<file path="config.mk">
export PLATFORM = sky130hd
export DESIGN_NAME = pwm_seq_ctrl
export DESIGN_NICKNAME = d
export VERILOG_FILES = /design/src/rtl/pwm_seq_pkg.sv /design/src/rtl/pwm_seq_ctrl_table.sv /design/src/rtl/pwm_seq_ctrl.sv
export SDC_FILE = /design/constraint.sdc
export NUM_CORES = 1
export LEC_CHECK = 0
export CAP_MARGIN = 20
export CORE_ASPECT_RATIO = 0.7
export CORE_UTILIZATION = 30
export DETAILED_ROUTE_END_ITERATION = 10
export GPL_ROUTABILITY_DRIVEN = 0
export SYNTH_ARGS = -nofsm -noshare
export SYNTH_HDL_FRONTEND = slang
export SYNTH_SLANG_ARGS = --single-unit
</file>
<file path="constraint.sdc">
create_clock -name clksys -period 11.6 [get_ports clksys]
set_input_delay 1.74 -clock clksys [delete_from_list [all_inputs] [get_ports clksys]]
set_output_delay 1.74 -clock clksys [all_outputs]
set_load 0.1 [all_outputs]
</file>
<file path="src/rtl/pwm_seq_pkg.sv">
// Shared types and register-map constants for the PWM step sequencer.
// Also holds the interval-sum helper used for the configuration check.
package pwm_seq_pkg;

    typedef enum logic [1:0] {
        StIdle,
        StLoad,
        StRun,
        StDrain
    } state_e;

    localparam logic [5:0] ADDR_SEQ_CFG = 6'h00;
    localparam logic [5:0] ADDR_FDIV_L  = 6'h01;
    localparam logic [5:0] ADDR_FDIV_H  = 6'h02;
    localparam logic [5:0] ENTRY_BASE   = 6'h20;

    localparam logic [2:0] F_PAT  = 3'd0;
    localparam logic [2:0] F_INT0 = 3'd1;
    localparam logic [2:0] F_INT1 = 3'd2;
    localparam logic [2:0] F_INT2 = 3'd3;
    localparam logic [2:0] F_INT3 = 3'd4;
    localparam logic [2:0] F_REP  = 3'd5;

    function automatic logic [9:0] interval_sum(input logic [3:0][7:0] iv);
        return 10'(iv[0]) + 10'(iv[1]) + 10'(iv[2]) + 10'(iv[3]);
    endfunction

endpackage

</file>
<file path="src/rtl/pwm_seq_ctrl_table.sv">
// Step table: DEPTH entries of six bytes, written byte-wise over the register bus,
// with one combinational read port indexed by the step being loaded.
module pwm_step_table
    import pwm_seq_pkg::*;
#(
    parameter int unsigned DEPTH = 4
) (
    input  logic            clksys,
    input  logic            rst_n,
    input  logic            wr_en,
    input  logic [5:0]      wr_addr,
    input  logic [7:0]      wr_data,
    input  logic [1:0]      rd_idx,
    output logic [7:0]      rd_pattern,
    output logic [3:0][7:0] rd_interval,
    output logic [7:0]      rd_repeat
);

    localparam int unsigned IdxW = (DEPTH > 1) ? $clog2(DEPTH) : 1;

    logic [5:0][7:0] mem_q [DEPTH];

    logic [1:0]      wr_entry;
    logic [2:0]      wr_field;
    logic            wr_hit;
    logic [IdxW-1:0] widx;
    logic [IdxW-1:0] ridx;

    assign wr_entry = wr_addr[4:3];
    assign wr_field = wr_addr[2:0];
    assign widx     = wr_entry[IdxW-1:0];
    assign ridx     = rd_idx[IdxW-1:0];
    // Fields 6/7 and entries beyond DEPTH are silently dropped.
    assign wr_hit   = wr_en && (wr_addr >= ENTRY_BASE) && ({1'b0, wr_entry} < 3'(DEPTH))
                      && (wr_field <= F_REP);

    always_ff @(posedge clksys or negedge rst_n) begin
        if (!rst_n) begin
            for (int i = 0; i < int'(DEPTH); i++) begin
                mem_q[i] <= '0;
            end
        end else if (wr_hit) begin
            mem_q[widx][wr_field] <= wr_data;
        end
    end

    always_comb begin
        rd_pattern     = mem_q[ridx][F_PAT];
        rd_interval[0] = mem_q[ridx][F_INT0];
        rd_interval[1] = mem_q[ridx][F_INT1];
        rd_interval[2] = mem_q[ridx][F_INT2];
        rd_interval[3] = mem_q[ridx][F_INT3];
        rd_repeat      = mem_q[ridx][F_REP];
    end

endmodule

</file>
<file path="src/rtl/pwm_seq_ctrl.sv">
// PWM sequencer front-end: register bus decode, step FSM, repeat counter and the
// registered outputs that drive the PWM generator.
module pwm_seq_ctrl
    import pwm_seq_pkg::*;
#(
    parameter int unsigned DEPTH = 4,
    parameter int unsigned FDW   = 16
) (
    input  logic           clksys,
    input  logic           rst_n,
    input  logic           wr_en,
    input  logic [5:0]     wr_addr,
    input  logic [7:0]     wr_data,
    input  logic           start,
    input  logic           stop,
    input  logic           period_done,
    output logic [7:0]     ctrl,
    output logic [FDW-1:0] fre_div,
    output logic [7:0]     pattern,
    output logic [7:0]     interval0,
    output logic [7:0]     interval1,
    output logic [7:0]     interval2,
    output logic [7:0]     interval3,
    output logic           busy,
    output logic [1:0]     step_idx,
    output logic           seq_done,
    output logic           cfg_err
);

    localparam logic [1:0] LastMax = 2'(DEPTH - 1);

    state_e state_q, state_d;
    logic [1:0]      step_q, step_d, last_eff;
    logic [7:0]      rep_cnt_q, rep_cnt_d;
    logic            stop_pend_q, stop_pend_d;
    logic            ctrl_en_q, ctrl_en_d;
    logic [FDW-1:0]  fre_div_q, fre_div_d;
    logic [7:0]      pattern_q, pattern_d;
    logic [3:0][7:0] interval_q, interval_d;
    logic            seq_done_q, seq_done_d;
    logic            cfg_err_q, cfg_err_d;
    logic            busy_q;
    logic [1:0]      last_step_q;
    logic            loop_q;
    logic [FDW-1:0]  fdiv_stage_q;
    logic            load;

    logic [7:0]      tbl_pattern, tbl_repeat;
    logic [3:0][7:0] tbl_interval;
    logic [FDW:0]    sum_ext, limit;

    // Read port follows the next step so an inline reload sees the new entry.
    pwm_step_table #(
        .DEPTH (DEPTH)
    ) u_table (
        .clksys      (clksys),
        .rst_n       (rst_n),
        .wr_en       (wr_en),
        .wr_addr     (wr_addr),
        .wr_data     (wr_data),
        .rd_idx      (step_d),
        .rd_pattern  (tbl_pattern),
        .rd_interval (tbl_interval),
        .rd_repeat   (tbl_repeat)
    );

    // fre_div wider than 8 and at most 16 bits: FDIV_H supplies the upper bits.
    always_ff @(posedge clksys or negedge rst_n) begin
        if (!rst_n) begin
            last_step_q  <= '0;
            loop_q       <= 1'b0;
            fdiv_stage_q <= '0;
        end else if (wr_en) begin
            case (wr_addr)
                ADDR_SEQ_CFG: {loop_q, last_step_q} <= wr_data[2:0];
                ADDR_FDIV_L:  fdiv_stage_q[7:0] <= wr_data;
                ADDR_FDIV_H:  fdiv_stage_q[FDW-1:8] <= wr_data[FDW-9:0];
                default: ;
            endcase
        end
    end

    assign last_eff = ({1'b0, last_step_q} >= 3'(DEPTH)) ? LastMax : last_step_q;
    assign sum_ext  = (FDW+1)'(interval_sum(tbl_interval));
    assign limit    = (FDW+1)'(fdiv_stage_q) + (FDW+1)'(1);

    always_comb begin
        state_d     = state_q;
        step_d      = step_q;
        rep_cnt_d   = rep_cnt_q;
        stop_pend_d = stop_pend_q;
        ctrl_en_d   = ctrl_en_q;
        fre_div_d   = fre_div_q;
        pattern_d   = pattern_q;
        interval_d  = interval_q;
        seq_done_d  = 1'b0;
        cfg_err_d   = cfg_err_q;
        load        = 1'b0;

        case (state_q)
            StIdle: begin
                ctrl_en_d = 1'b0;
                if (start && !stop) begin
                    state_d     = StLoad;
                    step_d      = 2'd0;
                    cfg_err_d   = 1'b0;
                    stop_pend_d = 1'b0;
                end
            end
            StLoad: begin
                load    = 1'b1;
                state_d = StRun;
                if (stop) stop_pend_d = 1'b1;
            end
            StRun: begin
                if (stop || stop_pend_q) begin
                    state_d     = StDrain;
                    ctrl_en_d   = 1'b0;
                    stop_pend_d = 1'b0;
                end else if (period_done) begin
                    if (rep_cnt_q <= 8'd1) begin
                        if (step_q < last_eff) begin
                            step_d = step_q + 2'd1;
                            load   = 1'b1;
                        end else if (loop_q) begin
                            step_d = 2'd0;
                            load   = 1'b1;
                        end else begin
                            state_d   = StDrain;
                            ctrl_en_d = 1'b0;
                        end
                    end else begin
                        rep_cnt_d = rep_cnt_q - 8'd1;
                    end
                end
            end
            StDrain: begin
                ctrl_en_d = 1'b0;
                if (period_done) begin
                    state_d    = StIdle;
                    seq_done_d = 1'b1;
                end
            end
            default: state_d = StIdle;
        endcase

        if (load) begin
            pattern_d  = tbl_pattern;
            interval_d = tbl_interval;
            rep_cnt_d  = (tbl_repeat == 8'd0) ? 8'd1 : tbl_repeat;
            fre_div_d  = fdiv_stage_q;
            ctrl_en_d  = 1'b1;
            if (sum_ext > limit) cfg_err_d = 1'b1;
        end
    end

    always_ff @(posedge clksys or negedge rst_n) begin
        if (!rst_n) begin
            state_q     <= StIdle;
            step_q      <= '0;
            rep_cnt_q   <= '0;
            stop_pend_q <= 1'b0;
            ctrl_en_q   <= 1'b0;
            fre_div_q   <= '0;
            pattern_q   <= '0;
            interval_q  <= '0;
            seq_done_q  <= 1'b0;
            cfg_err_q   <= 1'b0;
            busy_q      <= 1'b0;
        end else begin
            state_q     <= state_d;
            step_q      <= step_d;
            rep_cnt_q   <= rep_cnt_d;
            stop_pend_q <= stop_pend_d;
            ctrl_en_q   <= ctrl_en_d;
            fre_div_q   <= fre_div_d;
            pattern_q   <= pattern_d;
            interval_q  <= interval_d;
            seq_done_q  <= seq_done_d;
            cfg_err_q   <= cfg_err_d;
            busy_q      <= (state_d != StIdle);
        end
    end

    assign ctrl      = {7'b0, ctrl_en_q};
    assign fre_div   = fre_div_q;
    assign pattern   = pattern_q;
    assign interval0 = interval_q[0];
    assign interval1 = interval_q[1];
    assign interval2 = interval_q[2];
    assign interval3 = interval_q[3];
    assign busy      = busy_q;
    assign step_idx  = step_q;
    assign seq_done  = seq_done_q;
    assign cfg_err   = cfg_err_q;

endmodule

</file>
==> impl_metrics.xml, run 1 <==
<?xml version="1.0" encoding="UTF-8"?>
<metrics>
  <group name="grt">
    <metric name="maximum_number_of_pins_on_one_net_before_global_route_repair" unit="">126</metric>
    <metric name="antenna_found_initial" unit="">0</metric>
    <metric name="grt_pass1_wl" unit="mm">53.0</metric>
    <metric name="globalRouteTotalUtil" unit="%">14.5</metric>
    <metric name="first_global_vias" unit="">8846</metric>
    <metric name="globalRoute.totalOverflow" unit="">0</metric>
  </group>
  <group name="setup_path">
    <metric name="cp_data_arrival_time" unit="ns">8.43</metric>
    <metric name="cp-start-kind" unit="">input port</metric>
    <metric name="timing.reg2reg.setup_slack" unit="ns">4.49</metric>
    <metric name="critPathCaptureType" unit="">register</metric>
    <metric name="worst_ep_required_time" unit="ns">12.03</metric>
    <metric name="critical_path_peak_fanout" unit="">35</metric>
    <metric name="setup_cp_type" unit="">in2reg</metric>
  </group>
  <group name="place">
    <metric name="dpl_worst_slack" unit="ns">3.05</metric>
    <metric name="port-buffer-count" unit="">81</metric>
    <metric name="placed_cells" unit="">1730</metric>
    <metric name="detailedPlacementHpwl" unit="mm">22.7</metric>
  </group>
  <group name="yosys">
    <metric name="most_used_flip_flop_cell_after_synthesis" unit="">dfrtp_1</metric>
    <metric name="synth_area" unit="um2">13900</metric>
    <metric name="seq_area_frac_synth" unit="%">51.2</metric>
    <metric name="synth-edff-count" unit="">0</metric>
    <metric name="post_synth_cell_types" unit="">59</metric>
    <metric name="syn-mean-instance-area" unit="um2">12.7</metric>
    <metric name="post_synthesis_register_bit_count" unit="">284</metric>
    <metric name="async_set_or_reset_flop_fraction_in_the_synthesized_netlist" unit="%">100</metric>
    <metric name="synth_warnings" unit="">0</metric>
    <metric name="synthesis.instances" unit="">1092</metric>
  </group>
  <group name="floorplan">
    <metric name="std_cell_rows" unit="">65</metric>
    <metric name="core-area" unit="um2">45400</metric>
    <metric name="die_area" unit="um2">47200</metric>
    <metric name="die_height" unit="um">182</metric>
    <metric name="die_w" unit="um">259</metric>
    <metric name="design.portCount" unit="">89</metric>
    <metric name="starting_utilization_of_the_core_area" unit="%">30.6</metric>
  </group>
  <group name="route">
    <metric name="drt_drc_violations_left" unit="">0</metric>
    <metric name="detail_route.first_pass.iterations" unit="">4</metric>
    <metric name="route.final.wire_length" unit="mm">33.5</metric>
    <metric name="drt-wirelength-per-cell" unit="um">18.7</metric>
    <metric name="antenna_left" unit="">0</metric>
    <metric name="viasPerCell" unit="">4.83</metric>
    <metric name="via_count" unit="">8626</metric>
    <metric name="dr.first_iter.drc_count" unit="">411</metric>
  </group>
  <group name="pwr">
    <metric name="peakVddDrop" unit="mV">0.204</metric>
    <metric name="pwr_density_cell" unit="nW/um2">250</metric>
    <metric name="leakage" unit="uW">0.00730</metric>
  </group>
  <group name="timing">
    <metric name="worst_clock_skew" unit="ns">0.0117</metric>
    <metric name="slew-limit-headroom" unit="%">23.0</metric>
    <metric name="rsz0062_at_grt" unit="">no</metric>
    <metric name="period_needed" unit="ns">8.00</metric>
    <metric name="setup_ws" unit="ns">3.60</metric>
    <metric name="hold_viol" unit="">0</metric>
    <metric name="max_freq" unit="GHz">0.125</metric>
    <metric name="timing_max_transition_violations_final" unit="">0</metric>
    <metric name="final.period_utilization" unit="%">69.0</metric>
    <metric name="fin_tns_setup" unit="ns">0</metric>
    <metric name="worstMarginPinSlew" unit="ns">1.15</metric>
    <metric name="setup_violations" unit="">0</metric>
  </group>
  <group name="clock_tree">
    <metric name="cts.reportedPaths.clkPinSlew" unit="ns">0.07</metric>
    <metric name="cts-hold-fix-buffers" unit="">0</metric>
    <metric name="cts.htree.levels" unit="">1</metric>
    <metric name="cts_repair_resize_count" unit="">0</metric>
    <metric name="clk_latency" unit="ns">0.55</metric>
    <metric name="ctsLongestPathBuffers" unit="">3</metric>
    <metric name="postCtsSetupRepairBufs" unit="">0</metric>
    <metric name="clock_sink_count" unit="">284</metric>
    <metric name="tritoncts.num_buffers" unit="">29</metric>
    <metric name="root_buffer" unit="">clkbuf_16</metric>
    <metric name="tritoncts" unit="">done</metric>
  </group>
  <group name="final_layout">
    <metric name="layout.cells.non_filler" unit="">1787</metric>
    <metric name="number_of_antenna_cells_inserted" unit="">0</metric>
    <metric name="fin_nets" unit="">1228</metric>
    <metric name="fraction_of_layout_cells_with_a_size_suffix_above_1" unit="%">28.8</metric>
    <metric name="syn2layout_area_growth" unit="%">17.9</metric>
  </group>
  <group name="worst_hold_path">
    <metric name="holdCritPathClass" unit="">reg2reg</metric>
  </group>
  <group name="status">
    <metric name="status" unit="">complete, no violations</metric>
  </group>
  <group name="job">
    <metric name="drv.max_cap_violation_count" unit="">0</metric>
  </group>
</metrics>
[critical path, cell delays in order]
cell	delay, ns
clkdlybuf4s50_1	0.56
and3b_1	0.25
a21oi_1	0.29
nor2_1	0.10
a31oi_1	0.18
a41o_2	0.63
buf_4	0.58
mux2i_1	0.21
fa_1	0.56
inv_1	0.05
fa_1	0.49
inv_1	0.04
ha_1	0.21
fa_1	0.40
a21oi_1	0.16
nor2_1	0.05
nor2_1	0.16
o21bai_1	0.09
a21oi_1	0.23
nor2b_1	0.07
o21ai_0	0.17
nand2b_1	0.08
ha_1	0.30
nand4_1	0.07
o311ai_0	0.34
nor4_1	0.11
a22oi_1	0.16
o21ai_0	0.10
[synth_stat cells, types with 3 or more instances]
| cell | count | area share [%] |
|---|---|---|
| fa_1 | 16 | 2.3 |
| buf_1 | 4 | 0.11 |
| mux2i_1 | 103 | 7.4 |
| dfrtp_1 | 284 | 51 |
| o21bai_1 | 3 | 0.16 |
| o211ai_1 | 3 | 0.16 |
| nand4_1 | 6 | 0.27 |
| mux2_2 | 264 | 21 |
| a22oi_1 | 3 | 0.16 |
| buf_2 | 8 | 0.29 |
| o21ai_0 | 23 | 0.83 |
| nand2_1 | 69 | 1.9 |
| a21oi_1 | 19 | 0.68 |
| nor3_1 | 4 | 0.14 |
| nor2_1 | 39 | 1.1 |
| ha_1 | 28 | 2.5 |
| nor2b_1 | 5 | 0.23 |
| inv_1 | 46 | 1.2 |
| and3_1 | 3 | 0.14 |
| or2_2 | 4 | 0.18 |
| nand3b_1 | 5 | 0.27 |
| nor4b_1 | 3 | 0.19 |
| a31oi_1 | 3 | 0.14 |
| xnor2_1 | 11 | 0.69 |
| buf_4 | 13 | 0.70 |
| o21ai_1 | 27 | 0.97 |
| nand3_1 | 10 | 0.36 |
| clkbuf_1 | 36 | 0.97 |
| xor2_1 | 10 | 0.63 |
| nand2b_1 | 4 | 0.18 |
[final timing paths]
kind | startpoint | end | depth (start not counted)
setup reg to reg | state_q[0]$_DFF_PN0_ | cfg_err$_DFF_PN0_ | 29
hold / removal | pattern[6]$_DFFE_PN0P_ | pattern[6]$_DFFE_PN0P_ | 2
setup / recovery | stop | cfg_err$_DFF_PN0_ | 28
hold reg to reg | pattern[6]$_DFFE_PN0P_ | pattern[6]$_DFFE_PN0P_ | 2
min in group asynchronous | rst_n | ctrl_en_q$_DFFE_PN0P_ | 1
max in group asynchronous | rst_n | u_table.mem_q[163]$_DFFE_PN0P_ | 4
[cell usage in the layout (no fill, tap or decap), drive strengths merged, types with 4 or more instances in the layout]
| master | instances |
|---|---|
| clkdlybuf4s50 | 80 |
| nor2b | 5 |
| buf | 17 |
| dfrtp | 284 |
| nand4 | 6 |
| xnor2 | 11 |
| xor2 | 10 |
| ha | 28 |
| mux2i | 103 |
| o21ai | 50 |
| clkinv | 6 |
| fa | 16 |
| or2 | 4 |
| clkbuf | 40 |
| a21oi | 19 |
| nand2b | 4 |
| nand3b | 5 |
| mux2 | 266 |
| conb | 7 |
| nor2 | 39 |
| nor3 | 4 |
| inv | 48 |
| nand3 | 10 |
| nand2 | 69 |
[routing by layer]
metal | up-vias | wire, um | track usage (%)
met2 | 158 | 15200 | 22.5
met3 | 40 | 1120 | 2.08
met4 | 0 | 628 | 2.89
met5 | - | 0 | 0
met1 | 4445 | 16600 | 21.4
li1 | 3983 | - | -
[flip-flops by register name, indices dropped and copies added (netlist names), 2 cells and up]
register,cells
last_eff,2
interval2,8
interval1,8
fdiv_stage_q,16
fre_div,16
rep_cnt_q,8
interval0,8
step_idx,2
pattern,8
u_table.mem_q,192
interval3,8
state_q,2
[metrics by stage]
step           power [uW]  cell area [um2]  hold WS, ns  utilization [%]
3_3_place_gp         3140            15300        0.463             33.7
5_1_grt              4320            16400        0.519             36.1
2_1_floorplan        2700            13900        0.472                -
4_1_cts              4130            16300        0.486             35.8
6_report             4090            16400        0.479             36.1
3_5_place_dp         3150            15300        0.472             33.7
[where the power goes]
group          leakage [uW]  internal [uW]  switching, uW  total, uW
sequential          0.00380           1180            139       1320
clock              0.000483            565            399        964
combinational       0.00301            598           1210       1810
[cells by family after synthesis]
logic type | count (synthesis) | share of synthesized area (%)
AO/OA/AOI/OAI | 100 | 4.53
XOR/XNOR | 21 | 1.32
adder cells (fa/ha/maj) | 44 | 4.83
buffers and inverters | 108 | 3.40
flip-flops | 284 | 51.2
multiplexers | 369 | 29.0
other | 1 | 0.0270
AND/OR/NAND/NOR | 165 | 5.76
[layout make-up]
type	count	area, um2
Inverter	46	173
Tap cell	603	754
Multi-Input combinational cell	706	6350
Clock buffer	40	827
Fill cell	4390	29000
Timing Repair Buffer	97	1030
Clock inverter	11	144
Sequential cell	284	7110
No activity file was read; power rests on OpenSTA's default activity.
==> run 2: changes to the inputs <==
Clock period 11.6 ns to 7.75 ns, I/O delays scaled along.
==> impl_metrics.xml, run 2 (same netlist as run 1, synthesis figures left out) <==
<?xml version="1.0" encoding="UTF-8"?>
<metrics>
  <group name="route">
    <metric name="viasPerCell" unit="">4.79</metric>
    <metric name="via_count" unit="">8553</metric>
    <metric name="drt_drc_violations_left" unit="">0</metric>
    <metric name="detail_route.first_pass.iterations" unit="">4</metric>
    <metric name="antenna_left" unit="">0</metric>
    <metric name="dr.first_iter.drc_count" unit="">413</metric>
    <metric name="drt-wirelength-per-cell" unit="um">18.9</metric>
    <metric name="route.final.wire_length" unit="mm">33.7</metric>
  </group>
  <group name="setup_path">
    <metric name="critPathCaptureType" unit="">register</metric>
    <metric name="critical-path-slowest-cell" unit="">nor4b_1</metric>
    <metric name="cp-start-kind" unit="">register</metric>
    <metric name="cp_data_arrival_time" unit="ns">7.28</metric>
    <metric name="critical_path_peak_fanout" unit="">37</metric>
    <metric name="path_common_cell" unit="">inv_1</metric>
    <metric name="timing.critical_path.slowest_cell_delay" unit="ns">0.58</metric>
    <metric name="setup_cp_type" unit="">reg2reg</metric>
    <metric name="worst_ep_required_time" unit="ns">8.18</metric>
  </group>
  <group name="floorplan">
    <metric name="die_w" unit="um">259</metric>
    <metric name="std_cell_rows" unit="">65</metric>
    <metric name="design.portCount" unit="">89</metric>
    <metric name="die_height" unit="um">182</metric>
    <metric name="core-area" unit="um2">45400</metric>
    <metric name="die_area" unit="um2">47200</metric>
    <metric name="starting_utilization_of_the_core_area" unit="%">30.6</metric>
  </group>
  <group name="place">
    <metric name="placed_cells" unit="">1734</metric>
    <metric name="port-buffer-count" unit="">81</metric>
    <metric name="postPlaceCellArea" unit="um2">15300</metric>
    <metric name="detailedPlacementHpwl" unit="mm">23.0</metric>
  </group>
  <group name="pwr">
    <metric name="peakVddDrop" unit="mV">0.303</metric>
    <metric name="pwr_density_cell" unit="nW/um2">372</metric>
    <metric name="leakage" unit="uW">0.00724</metric>
  </group>
  <group name="job">
    <metric name="drv.max_cap_violation_count" unit="">0</metric>
  </group>
  <group name="timing">
    <metric name="max_freq" unit="GHz">0.146</metric>
    <metric name="period_needed" unit="ns">6.85</metric>
    <metric name="worstMarginPinSlew" unit="ns">1.17</metric>
    <metric name="timing_max_transition_violations_final" unit="">0</metric>
    <metric name="slew-limit-headroom" unit="%">21.9</metric>
    <metric name="final.period_utilization" unit="%">88.4</metric>
    <metric name="rsz0062_at_grt" unit="">no</metric>
    <metric name="worst_clock_skew" unit="ns">0.0132</metric>
    <metric name="fin_tns_setup" unit="ns">0</metric>
    <metric name="hold_ws" unit="ns">0.481</metric>
    <metric name="setup_violations" unit="">0</metric>
    <metric name="hold_viol" unit="">0</metric>
  </group>
  <group name="final_layout">
    <metric name="syn2layout_area_growth" unit="%">17.2</metric>
    <metric name="largest_register_ffs" unit="">192</metric>
    <metric name="multi_input_comb_area" unit="um2">6350</metric>
    <metric name="fillers" unit="">4385</metric>
    <metric name="register_containing_the_most_flip_flops_in_the_final_layout" unit="">u_table.mem_q</metric>
    <metric name="number_of_antenna_cells_inserted" unit="">0</metric>
    <metric name="final-seq-area" unit="um2">7110</metric>
    <metric name="fraction_of_layout_cells_with_a_size_suffix_above_1" unit="%">28.3</metric>
    <metric name="layout.cells.non_filler" unit="">1785</metric>
    <metric name="commonest_non_fill_non_tap_cell_in_the_layout" unit="">dfrtp_1</metric>
    <metric name="highest_count_cells_in_the_layout_ignoring_fill_and_taps" unit="">284 x dfrtp_1, 264 x mux2_2, 103 x mux2i_1, 80 x clkdlybuf4s50_1, 69 x nand2_1</metric>
    <metric name="final_cell_area" unit="um2">16300</metric>
    <metric name="fin_nets" unit="">1227</metric>
  </group>
  <group name="status">
    <metric name="status" unit="">complete, no violations</metric>
  </group>
  <group name="clock_tree">
    <metric name="tritoncts.num_buffers" unit="">28</metric>
    <metric name="clock_sink_count" unit="">284</metric>
    <metric name="root_buffer" unit="">clkbuf_16</metric>
    <metric name="cts-hold-fix-buffers" unit="">0</metric>
    <metric name="cts.htree.levels" unit="">1</metric>
    <metric name="clk_latency" unit="ns">0.56</metric>
    <metric name="cts_repair_resize_count" unit="">0</metric>
    <metric name="cts.reportedPaths.clkPinSlew" unit="ns">0.06</metric>
    <metric name="ctsLongestPathBuffers" unit="">3</metric>
    <metric name="postCtsSetupRepairBufs" unit="">0</metric>
    <metric name="tritoncts" unit="">done</metric>
  </group>
  <group name="grt">
    <metric name="globalRoute.totalOverflow" unit="">0</metric>
    <metric name="globalRouteTotalUtil" unit="%">14.6</metric>
    <metric name="maximum_number_of_pins_on_one_net_before_global_route_repair" unit="">182</metric>
    <metric name="antenna_found_initial" unit="">1</metric>
    <metric name="grt_pass1_wl" unit="mm">53.8</metric>
    <metric name="first_global_vias" unit="">9011</metric>
  </group>
  <group name="worst_hold_path">
    <metric name="holdCritPathClass" unit="">reg2reg</metric>
  </group>
</metrics>
## run 2: metal layers
metal  wire length, um  global-route usage (%)  vias to the layer above  share of wire [%]
met5                 0                       0                        -                  0
met4               648                    3.04                        0                1.9
met3              1320                    2.33                       40                3.9
met2             15300                    23.0                      138                 45
met1             16400                    21.1                     4416                 49
li1                  -                       -                     3959                  -
## run 2: final timing paths
path                                   startpoint  slack (ns)  depth (start not counted)                              to
max                          state_q[0]$_DFF_PN0_        0.90                         29               cfg_err$_DFF_PN0_
min                        pattern[6]$_DFFE_PN0P_        0.48                          2          pattern[6]$_DFFE_PN0P_
max reg2reg                  state_q[0]$_DFF_PN0_        0.90                         29               cfg_err$_DFF_PN0_
min reg2reg                pattern[6]$_DFFE_PN0P_        0.48                          2          pattern[6]$_DFFE_PN0P_
max in group asynchronous                   rst_n        5.57                          2  u_table.mem_q[173]$_DFFE_PN0P_
min in group asynchronous                   rst_n        0.62                          1            state_q[0]$_DFF_PN0_
## run 2: metrics by stage
| step | util (%) | worst slack, ns | total power (uW) |
|---|---|---|---|
| final | 35.9 | 0.897 | 6060 |
| after global placement | 33.8 | 0.517 | 4700 |
| after floorplan | - | 1.04 | 4040 |
| after CTS | 35.8 | 0.911 | 6110 |
| after detailed placement | 33.8 | 0.366 | 4740 |
| after global routing | 35.9 | 0.326 | 6390 |
## run 2: where the power goes
group / total [uW] / leakage [uW] / internal [uW] / switching [uW]
Combinational: 2730 / 0.00300 / 904 / 1830
Sequential: 1970 / 0.00380 / 1770 / 208
Clock: 1350 / 0.000433 / 774 / 575
## run 2: layout make-up
class | instances | share of cell area, %
Clock buffer | 44 | 5.17
Timing Repair Buffer | 97 | 6.12
Tap cell | 603 | 4.64
Clock inverter | 5 | 0.338
Multi-Input combinational cell | 706 | 39.0
Sequential cell | 284 | 43.7
Inverter | 46 | 1.06
## run 2: worst max-delay path, delay by kind of cell, from the launching register on
family | cells | cell delay [ns]
DFF | 1 | 0.46
muxes | 2 | 0.38
buffers and inverters | 7 | 1.16
and+or+nand+nor | 8 | 1.32
AOI/OAI and AO/OA | 7 | 1.32
adders and majority gates | 5 | 1.97
==> run 3: changes to the inputs <==
Settings changed: SYNTH_HIERARCHICAL set to 1.
==> impl_metrics.xml, run 3 <==
<?xml version="1.0" encoding="UTF-8"?>
<metrics>
  <group name="floorplan">
    <metric name="std_cell_rows" unit="">65</metric>
    <metric name="core-area" unit="um2">45500</metric>
    <metric name="die_w" unit="um">260</metric>
    <metric name="design.portCount" unit="">89</metric>
    <metric name="die_height" unit="um">183</metric>
    <metric name="starting_utilization_of_the_core_area" unit="%">30.7</metric>
    <metric name="die_area" unit="um2">47400</metric>
  </group>
  <group name="route">
    <metric name="drt-wirelength-per-cell" unit="um">19.9</metric>
    <metric name="route.final.wire_length" unit="mm">33.3</metric>
    <metric name="antenna_left" unit="">0</metric>
    <metric name="detail_route.first_pass.iterations" unit="">4</metric>
    <metric name="drt_drc_violations_left" unit="">0</metric>
    <metric name="viasPerCell" unit="">4.86</metric>
    <metric name="via_count" unit="">8138</metric>
    <metric name="dr.first_iter.drc_count" unit="">520</metric>
  </group>
  <group name="timing">
    <metric name="rsz0062_at_grt" unit="">no</metric>
    <metric name="max_freq" unit="GHz">0.146</metric>
    <metric name="worst_clock_skew" unit="ns">0.0201</metric>
    <metric name="fin_tns_setup" unit="ns">0</metric>
    <metric name="period_needed" unit="ns">6.86</metric>
    <metric name="hold_viol" unit="">0</metric>
    <metric name="setup_violations" unit="">0</metric>
    <metric name="timing_max_transition_violations_final" unit="">0</metric>
    <metric name="final.period_utilization" unit="%">88.5</metric>
    <metric name="hold_ws" unit="ns">0.499</metric>
    <metric name="slew-limit-headroom" unit="%">28.3</metric>
    <metric name="worstMarginPinSlew" unit="ns">1.07</metric>
  </group>
  <group name="pwr">
    <metric name="peakVddDrop" unit="mV">0.216</metric>
    <metric name="leakage" unit="uW">0.00733</metric>
    <metric name="pwr_density_cell" unit="nW/um2">415</metric>
    <metric name="fin_total_pwr" unit="uW">6840</metric>
  </group>
  <group name="setup_path">
    <metric name="crit_path_start" unit="">period_done</metric>
    <metric name="timing.critical_path.slowest_cell_delay" unit="ns">0.52</metric>
    <metric name="worst_ep_required_time" unit="ns">8.20</metric>
    <metric name="cp_data_arrival_time" unit="ns">7.30</metric>
    <metric name="critical_path_peak_fanout" unit="">12</metric>
    <metric name="setup_cp_type" unit="">in2reg</metric>
    <metric name="worstSetupEndpoint" unit="">cfg_err$_DFF_PN0_</metric>
    <metric name="cp-start-kind" unit="">input port</metric>
    <metric name="critical-path-slowest-cell" unit="">clkdlybuf4s50_1</metric>
    <metric name="worst_r2r_endpoint" unit="">cfg_err$_DFF_PN0_</metric>
    <metric name="timing.reg2reg.setup_slack" unit="ns">1.23</metric>
    <metric name="critPathCaptureType" unit="">register</metric>
    <metric name="r2r.worst_path.cells" unit="">24</metric>
    <metric name="crit-reg2reg-launch" unit="">rep_cnt_q[3]$_DFFE_PN0P_</metric>
  </group>
  <group name="yosys">
    <metric name="most_used_flip_flop_cell_after_synthesis" unit="">dfrtp_1</metric>
    <metric name="post_synth_cell_types" unit="">63</metric>
    <metric name="syn-mean-instance-area" unit="um2">14.5</metric>
    <metric name="most_used_standard_cell_by_instance_count_after_synthesis" unit="">dfrtp_1</metric>
    <metric name="synth_area" unit="um2">14000</metric>
    <metric name="synth_common_cells" unit="">284 x dfrtp_1, 207 x mux2_2, 63 x inv_1</metric>
    <metric name="synthesis.instances" unit="">965</metric>
    <metric name="post_synthesis_register_bit_count" unit="">284</metric>
    <metric name="seq_area_frac_synth" unit="%">50.9</metric>
    <metric name="yosys.area.top_type" unit="">dfrtp_1</metric>
    <metric name="synth_warnings" unit="">6</metric>
    <metric name="post-synth-top-area-fraction" unit="%">50.9</metric>
    <metric name="synth-edff-count" unit="">0</metric>
    <metric name="synth_area_leaders" unit="">dfrtp_1 51%, mux2_2 17%, mux4_2 7.7%, mux2_4 5.4%, ha_1 2.5%</metric>
    <metric name="async_set_or_reset_flop_fraction_in_the_synthesized_netlist" unit="%">100</metric>
  </group>
  <group name="place">
    <metric name="port-buffer-count" unit="">81</metric>
    <metric name="postPlaceCellArea" unit="um2">15400</metric>
    <metric name="detailedPlacementHpwl" unit="mm">22.9</metric>
  </group>
  <group name="final_layout">
    <metric name="fraction_of_layout_cells_with_a_size_suffix_above_1" unit="%">36.7</metric>
    <metric name="post-route-util" unit="%">36.3</metric>
    <metric name="syn2layout_area_growth" unit="%">18.1</metric>
    <metric name="commonest_non_fill_non_tap_cell_in_the_layout" unit="">dfrtp_1</metric>
    <metric name="fillers" unit="">4304</metric>
    <metric name="multi_input_comb_area" unit="um2">6340</metric>
    <metric name="largest_register_ffs" unit="">192</metric>
    <metric name="register_containing_the_most_flip_flops_in_the_final_layout" unit="">u_table/mem_q</metric>
    <metric name="highest_count_cells_in_the_layout_ignoring_fill_and_taps" unit="">284 x dfrtp_1, 207 x mux2_2, 80 x clkdlybuf4s50_1, 63 x inv_1, 50 x mux2_4</metric>
    <metric name="final-seq-area" unit="um2">7110</metric>
    <metric name="fin_nets" unit="">1114</metric>
    <metric name="final_cell_area" unit="um2">16500</metric>
  </group>
  <group name="clock_tree">
    <metric name="clock_sink_count" unit="">284</metric>
    <metric name="root_buffer" unit="">clkbuf_16</metric>
    <metric name="postCtsSetupRepairBufs" unit="">0</metric>
    <metric name="cts-hold-fix-buffers" unit="">0</metric>
    <metric name="tritoncts.num_buffers" unit="">28</metric>
    <metric name="tritoncts" unit="">done</metric>
    <metric name="cts.htree.levels" unit="">1</metric>
    <metric name="cts.reportedPaths.clkPinSlew" unit="ns">0.07</metric>
    <metric name="ctsLongestPathBuffers" unit="">3</metric>
    <metric name="cts_repair_resize_count" unit="">0</metric>
    <metric name="clk_latency" unit="ns">0.56</metric>
  </group>
  <group name="grt">
    <metric name="first_global_vias" unit="">8567</metric>
    <metric name="globalRouteTotalUtil" unit="%">14.4</metric>
    <metric name="maximum_number_of_pins_on_one_net_before_global_route_repair" unit="">131</metric>
    <metric name="antenna_found_initial" unit="">1</metric>
    <metric name="globalRoute.totalOverflow" unit="">0</metric>
    <metric name="grt_pass1_wl" unit="mm">52.5</metric>
  </group>
  <group name="worst_hold_path">
    <metric name="holdCritPathClass" unit="">reg2reg</metric>
  </group>
  <group name="status">
    <metric name="status" unit="">complete, no violations</metric>
  </group>
  <group name="job">
    <metric name="drv.max_cap_violation_count" unit="">0</metric>
  </group>
</metrics>
## run 3: cell count changes in the layout (fill, tap and decap cells not counted), moves of 17 or more
cell     change
inv_1       +17
mux2_2      -57
mux2_4      +50
mux2i_1    -101
mux4_2      +48
nand2_1     -45
nor2_1      -20
o21ai_1     -26
## run 3: worst min path at each step
stage,start,endpoint,slack [ns],cells after the start
after floorplan,u_table/mem_q[87]$_DFFE_PN0P_,u_table/mem_q[87]$_DFFE_PN0P_,0.45,1
after global placement,interval1[6]$_DFFE_PN0P_,interval1[6]$_DFFE_PN0P_,0.48,1
after detailed placement,interval1[5]$_DFFE_PN0P_,interval1[5]$_DFFE_PN0P_,0.49,1
after CTS,interval1[5]$_DFFE_PN0P_,interval1[5]$_DFFE_PN0P_,0.50,1
after global routing,u_table/mem_q[10]$_DFFE_PN0P_,u_table/mem_q[10]$_DFFE_PN0P_,0.52,1
final,interval1[6]$_DFFE_PN0P_,interval1[6]$_DFFE_PN0P_,0.50,1
## run 3: layout make-up
cell class	instances	share of cell area, %
inverters	63	1.43
diodes	1	0.0152
multi-input cells	572	38.4
repair buffers	101	6.46
clock buffers	39	4.93
well taps	603	4.57
flip-flops and latches	284	43.1
clock inverters	13	1.06
## run 3: logic make-up after synthesis
group,Yosys count,share of synthesized area [%]
multiplexers,312,30.4
flip-flops,284,50.9
AND/OR/NAND/NOR,129,5.76
buffers and inverters,115,4.11
AO/OA/AOI/OAI,59,2.74
adder cells (fa/ha/maj),44,4.80
XOR/XNOR,21,1.32
other,1,0.0269
## run 3: critical path: cells and delay by family
family	cells	cell delay, ns
simple gates	4	1.04
fa+ha+maj	4	1.60
compound gates	11	1.97
mux	1	0.33
buf+inv	5	1.19
## run 3: layer usage
layer  global-route usage, %  wire length (um)  vias up
met5                       0                 0        -
met1                    21.1             16400     4331
met4                    2.19               474        0
met2                    22.6             15500      122
met3                    2.19               970       41
li1                        -                 -     3644
## run 3: power breakdown
group / switching, uW / internal [uW] / total [uW] / leakage [uW]
clock: 598 / 866 / 1460 / 0.000488
sequential: 209 / 1780 / 1990 / 0.00375
combinational: 2110 / 1280 / 3390 / 0.00309
## run 3: per-stage QoR
stage	instances	worst slack [ns]
after detailed placement	1620	0.307
after global routing	1675	0.438
final	1676	0.895
after global placement	1618	0.442
after CTS	1672	0.891
after floorplan	971	0.738
